`src/rtl/clock_pkg.sv`:
```
// rtl/clock_pkg.sv - shared button FSM encoding, timing defaults and counter sizing
package clock_pkg;

  typedef enum logic [1:0] {
    IDLE   = 2'b00,
    HELD   = 2'b01,
    REPEAT = 2'b10
  } btn_state_t;

  // Timing defaults for a 50 MHz system clock.
  localparam int DEFAULT_DEBOUNCE_CYCLES = 500000;    // 10 ms
  localparam int DEFAULT_HOLD_CYCLES     = 50000000;  // 1 s
  localparam int DEFAULT_REPEAT_CYCLES   = 10000000;  // 200 ms

  // Width of a counter that runs 0 .. n-1 and clears at terminal count.
  function automatic int cnt_width(input int n);
    return (n < 2) ? 1 : $clog2(n);
  endfunction

endpackage

```
`src/rtl/button_debounce.sv`:
```
// rtl/button_debounce.sv - synchroniser plus stability counter producing a debounced level and edge strobes
module button_debounce
  import clock_pkg::*;
#(
  parameter int DEBOUNCE_CYCLES = DEFAULT_DEBOUNCE_CYCLES
) (
  input  logic clk,
  input  logic reset,
  input  logic btn_raw,
  output logic btn_level,
  output logic rise,
  output logic fall
);

  localparam int CW = cnt_width(DEBOUNCE_CYCLES);
  localparam logic [CW-1:0] TERM = CW'(DEBOUNCE_CYCLES - 1);

  logic          sync1;
  logic          btn_sync;
  logic          btn_sample;
  logic [CW-1:0] count;
  logic          accept;

  // Two-flop synchroniser, then one sample stage feeding the stability counter so the
  // accepted change lands DEBOUNCE_CYCLES+2 edges after the raw level is first sampled.
  always_ff @(posedge clk or posedge reset) begin
    if (reset) begin
      sync1      <= 1'b0;
      btn_sync   <= 1'b0;
      btn_sample <= 1'b0;
    end else begin
      sync1      <= btn_raw;
      btn_sync   <= sync1;
      btn_sample <= btn_sync;
    end
  end

  // A change is accepted on the edge where the mismatch has persisted for the full count.
  assign accept = (btn_sample != btn_level) && (count == TERM);
  assign rise   = accept && btn_sample;
  assign fall   = accept && !btn_sample;

  // Stability counter: any sample that agrees with the current level restarts the count.
  always_ff @(posedge clk or posedge reset) begin
    if (reset) begin
      count     <= '0;
      btn_level <= 1'b0;
    end else if (btn_sample == btn_level) begin
      count <= '0;
    end else if (count == TERM) begin
      btn_level <= btn_sample;
      count     <= '0;
    end else begin
      count <= count + CW'(1);
    end
  end

endmodule

```
`src/rtl/button_conditioner.sv`:
```
// rtl/button_conditioner.sv - debounced button with press/release/repeat pulses and long-press flag
module button_conditioner
  import clock_pkg::*;
#(
  parameter int DEBOUNCE_CYCLES = DEFAULT_DEBOUNCE_CYCLES,
  parameter int HOLD_CYCLES     = DEFAULT_HOLD_CYCLES,
  parameter int REPEAT_CYCLES   = DEFAULT_REPEAT_CYCLES,
  parameter int REPEAT_EN       = 1
) (
  input  logic clk,
  input  logic reset,
  input  logic btn_raw,
  output logic btn_level,
  output logic press_pulse,
  output logic release_pulse,
  output logic repeat_pulse,
  output logic step_pulse,
  output logic long_press
);

  localparam int HW = cnt_width(HOLD_CYCLES);
  localparam int RW = cnt_width(REPEAT_CYCLES);
  localparam logic [HW-1:0] HOLD_TERM = HW'(HOLD_CYCLES - 1);
  localparam logic [RW-1:0] REP_TERM  = RW'(REPEAT_CYCLES - 1);
  localparam logic          REP_ON    = (REPEAT_EN != 0);

  logic          rise;
  logic          fall;
  btn_state_t    state, state_n;
  logic [HW-1:0] hold_cnt, hold_cnt_n;
  logic [RW-1:0] rep_cnt, rep_cnt_n;
  logic          press_n, release_n, repeat_n, step_n, long_n;

  button_debounce #(
    .DEBOUNCE_CYCLES(DEBOUNCE_CYCLES)
  ) u_debounce (
    .clk      (clk),
    .reset    (reset),
    .btn_raw  (btn_raw),
    .btn_level(btn_level),
    .rise     (rise),
    .fall     (fall)
  );

  // Next-state and next-output logic; a fall always wins over a terminal count.
  always_comb begin
    state_n    = state;
    hold_cnt_n = hold_cnt;
    rep_cnt_n  = rep_cnt;
    press_n    = 1'b0;
    release_n  = 1'b0;
    repeat_n   = 1'b0;
    step_n     = 1'b0;
    long_n     = long_press;
    unique case (state)
      IDLE: begin
        if (rise) begin
          state_n    = HELD;
          press_n    = 1'b1;
          step_n     = 1'b1;
          hold_cnt_n = '0;
        end
      end
      HELD: begin
        if (fall) begin
          state_n   = IDLE;
          release_n = 1'b1;
        end else if (hold_cnt == HOLD_TERM) begin
          state_n   = REPEAT;
          long_n    = 1'b1;
          repeat_n  = REP_ON;
          step_n    = REP_ON;
          rep_cnt_n = '0;
        end else begin
          hold_cnt_n = hold_cnt + HW'(1);
        end
      end
      REPEAT: begin
        if (fall) begin
          state_n   = IDLE;
          release_n = 1'b1;
          long_n    = 1'b0;
        end else if (rep_cnt == REP_TERM) begin
          repeat_n  = REP_ON;
          step_n    = REP_ON;
          rep_cnt_n = '0;
        end else begin
          rep_cnt_n = rep_cnt + RW'(1);
        end
      end
      default: begin
        state_n = IDLE;
        long_n  = 1'b0;
      end
    endcase
  end

  // State, counters and registered one-cycle pulses; reset clears everything at once.
  always_ff @(posedge clk or posedge reset) begin
    if (reset) begin
      state         <= IDLE;
      hold_cnt      <= '0;
      rep_cnt       <= '0;
      press_pulse   <= 1'b0;
      release_pulse <= 1'b0;
      repeat_pulse  <= 1'b0;
      step_pulse    <= 1'b0;
      long_press    <= 1'b0;
    end else begin
      state         <= state_n;
      hold_cnt      <= hold_cnt_n;
      rep_cnt       <= rep_cnt_n;
      press_pulse   <= press_n;
      release_pulse <= release_n;
      repeat_pulse  <= repeat_n;
      step_pulse    <= step_n;
      long_press    <= long_n;
    end
  end

endmodule

```
`config.mk`:
```
export PLATFORM = sky130hd
export DESIGN_NAME = button_conditioner
export DESIGN_NICKNAME = d
export VERILOG_FILES = /design/src/rtl/clock_pkg.sv /design/src/rtl/button_debounce.sv /design/src/rtl/button_conditioner.sv
export SDC_FILE = /design/constraint.sdc
export NUM_CORES = 1
export LEC_CHECK = 0
export CORE_ASPECT_RATIO = 1.4
export CORE_MARGIN = 2
export CORE_UTILIZATION = 63
export CTS_CLUSTER_SIZE = 14
export DETAILED_ROUTE_END_ITERATION = 12
export PLACE_DENSITY = 0.83
export SETUP_SLACK_MARGIN = 0.3
export SYNTH_ARGS = -nofsm -noshare
export SYNTH_HDL_FRONTEND = slang
export SYNTH_HIERARCHICAL = 1
export SYNTH_SLANG_ARGS = --single-unit
```
`constraint.sdc`:
```
create_clock -name clk -period 3.5 [get_ports clk]
set_input_delay 1.05 -clock clk [delete_from_list [all_inputs] [get_ports clk]]
set_output_delay 1.05 -clock clk [all_outputs]
set_load 0.01 [all_outputs]
```
==> results by group <==
Critical path
  – FF-to-FF Start: u_debounce/count[9]$_DFF_PP0_
  – Flop-to-flop setup slack: 0.59 ns
  – Worst Setup Start Kind: flip-flop
  – Crit Path Max Fanout: 16
  – Data arrival, critical path: 3.13 ns
  – Cell Chain, Critical Path: or4_4 > nand4b_1 > nor3b_2 > nor2b_1 > or2_2 > o21ai_4 > a31oi_1
  – CP startpoint: u_debounce/count[9]$_DFF_PP0_
  – CP max-delay cell: or4_4
  – WS Path Type: flip-flop to flip-flop
  – Setup crit end kind: flip-flop
  – Req. time, crit path: 3.72 ns
  – Slowest stage delay, CP: 0.58 ns

Floorplan
  – Die H: 106.9 um
  – Chip width: 77.49 um
  – Top Ports: 9
  – Initial Util: 64.71%
  – Rows: 37
  – Die area: 0.008283 mm2
  – Core footprint: 0.007361 mm2

Synth
  – Post-synthesis simple-gate area fraction: 28.95%
  – Ys flop type: dfrtp_1
  – Synth top area share: 42.03%
  – Main combinational cell family by area after synthesis: simple AND/OR/NAND/NOR gates
  – Post-synthesis cell count: 507
  – XOR/XNOR Fraction of Synth Area: 2.574%
  – Avg Inst Size Synth: 9.395 um2
  – YS warnings: 6
  – Syn nets: 517
  – Cell area after synthesis: 0.004763 mm2
  – Register area share after synthesis: 42.03%
  – Mux share of post-synthesis cell area: 0.6830%
  – Synth area leaders: dfrtp_1 (42%), nor2_1 (3.9%), nand4_1 (3.2%)
  – Compound-gate portion of the synthesized area: 19.78%
  – Most common cell in the netlist: dfrtp_1
  – Area share of fa/ha/maj cells after synthesis: 1.839%
  – Distinct cells, synth: 72
  – Flops & latches, synth: 80
  – EDFF count, synth: 0
  – Commonest cells in the netlist: dfrtp_1 (80), nor2_1 (50), nand2_1 (39)
  – Async S/R FF share, synth: 100.0%
  – Yosys top cell by area: dfrtp_1

Place
  – GPL Wtd Cong: 0.9060
  – # port buffers: 8
  – Hpwl dp: 7.601 mm

Layout
  – Antenna diodes: 0
  – Sequential cell area: 0.002002 mm2
  – Finished Core Util: 69.47%
  – Fillers: 578
  – Share of cells above drive strength 1: 10.72%
  – Post-layout nets: 519
  – P&R area growth vs syn: 7.355%
  – Multi-input gate area: 0.002581 mm2

Timing
  – Final Max Slew Viols: 0
  – Worst-margin pin slew: 1.083 ns
  – Tmin final: 2.908 ns
  – Final Hold Violating Endpoints: 0
  – TNS Setup: 0 ns
  – Setup-violating endpoint count in the final report: 0
  – RSZ-0062 raised after global routing: false
  – Final Cycle Share: 83.07%
  – Max frequency: 343.9 MHz
  – Clock Skew: 0.01050 ns
  – Slew Limit Headroom: 27.78%

Detailed routing
  – Via count: 4198
  – Routed Antenna Nets: 0
  – Detailed-route vias per instance: 6.882
  – Detailed Route WL: 11.34 mm
  – DRC violation total after the first TritonRoute iteration: 313
  – Routed len/inst: 18.58 um
  – Drt pass-1 iters: 5
  – DRC: 0

Clock network
  – CTS tree: done
  – Root buf cell: clkbuf_8
  – Clock Path Buffers: 2
  – CTS H-tree depth: 3
  – Clock buffer count from CTS: 9
  – Sink Count: 80
  – # hold bufs at CTS: 0
  – Reg clk slew, reported paths: 0.08 ns
  – Postcts setup bufs: 0
  – Clk_lat worst skew: 0.36 ns

GRT
  – Initial antenna violation count: 0
  – Number of global-route vias before repair: 4103
  – Total gr overflow: 0
  – First-pass GRT wire length: 19.57 mm
  – All-Layer GR Usage: 29.52%
  – Largest net degree at the start of global routing: 58

Hold path
  – Class of the worst hold path: flip-flop to flip-flop
  – Worst Min Path Start: u_debounce/sync1$_DFF_PP0_

Power and ir drop
  – LEAKAGE: 2.019 nW
  – Tot Pwr: 1.678 mW
  – Power per cell area: 328.2 mW/mm2
  – Worst IR Drop VDD: 0.0002519 V

Outcome
  – Status: complete, no violations

Job
  – Max-Cap Viols: 0
==> cell type report <==
class	instances	share of cell area, %
clock buffers	12	3.230
clock inverters	3	0.7830
inverters	23	1.688
multi-input cells	382	50.48
flip-flops and latches	80	39.15
well taps	97	2.373
repair buffers	13	2.300
==> critical path: cells and delay by family (launching register included) <==
kind               cells  cell delay, ns
AOI/OAI and AO/OA      2            0.61
DFF                    1            0.43
and+or+nand+nor        5            1.72
==> registers in the layout, indices dropped and copies added (netlist names), 2 cells and up <==
name and flops:
u_debounce/count 19, rep_cnt 24, state 2, hold_cnt 26
==> stage by stage <==
stage                     instance area, um2  hold WS (ns)  setup slack [ns]  instances
after global routing                    5114        0.3654            0.4543        610
after detailed placement                4896        0.3387            0.2498        595
after global placement                  4896        0.3330            0.3983        595
after floorplan                         4763        0.3312            0.6846        507
after CTS                               5109        0.3563            0.4308        610
final                                   5114        0.3521            0.5925        610
==> what timing repair did <==
item	CTS	global route
endpoints found under the setup margin	14	14
cloned	0	0
gates resized for setup	1	1
==> where the power goes <==
part | total (mW) | internal [mW] | switching [mW]
registers | 0.934 | 0.928 | 0.00572
logic | 0.0326 | 0.00738 | 0.0253
clock network | 0.712 | 0.382 | 0.330
==> placed cells by master (no fill, tap or decap), drive strengths merged, types with 3 or more instances in the layout <==
cell type and instances:
dfrtp 80, nor2 51, nand2 39, nand4 27
nand3 27, o21ai 24, a31oi 22, inv 22
nor4 19, a21oi 14, and3 12, clkbuf 12
xnor2 12, nor3 11, a211o 9, and2 8
clkdlybuf4s50 8, o31ai 7, ha 7, a22o 6
and4 6, a221o 6, a41oi 5, a211oi 5
buf 5, or4 5, nand2b 4, nand4b 4
nor3b 4, o41ai 4, or4b 3, o211ai 3
nand3b 3, o2bb2ai 3, o22ai 3, a21o 3
clkinv 3
==> routing by layer <==
layer	vias up	global-route usage, %	part of all wire (%)	wire length, um
met5	-	0	0	0
met4	0	14.41	2.8	313
met1	2095	37.27	42	4712
met3	25	4.377	4.0	454
met2	142	49.57	52	5854
li1	1936	-	-	-
==> cells by family (layout without fill, tap and decap cells) <==
logic type / after synthesis / in the layout
simple gates: 231 / 231
compound gates: 127 / 127
flops: 80 / 80
buf+inv: 45 / 51
xor+xnor: 14 / 14
fa+ha+maj: 7 / 7
mux: 3 / 3
==> worst paths after layout <==
kind	depth (start not counted)	end
min in group asynchronous	2	u_debounce/count[17]$_DFF_PP0_
max in group asynchronous	3	hold_cnt[9]$_DFFE_PP0P_
max	7	hold_cnt[18]$_DFFE_PP0P_
min reg2reg	0	u_debounce/btn_sync$_DFF_PP0_
max reg2reg	7	hold_cnt[18]$_DFFE_PP0P_
min	0	u_debounce/btn_sync$_DFF_PP0_
Power figures use the tool's default switching activity.
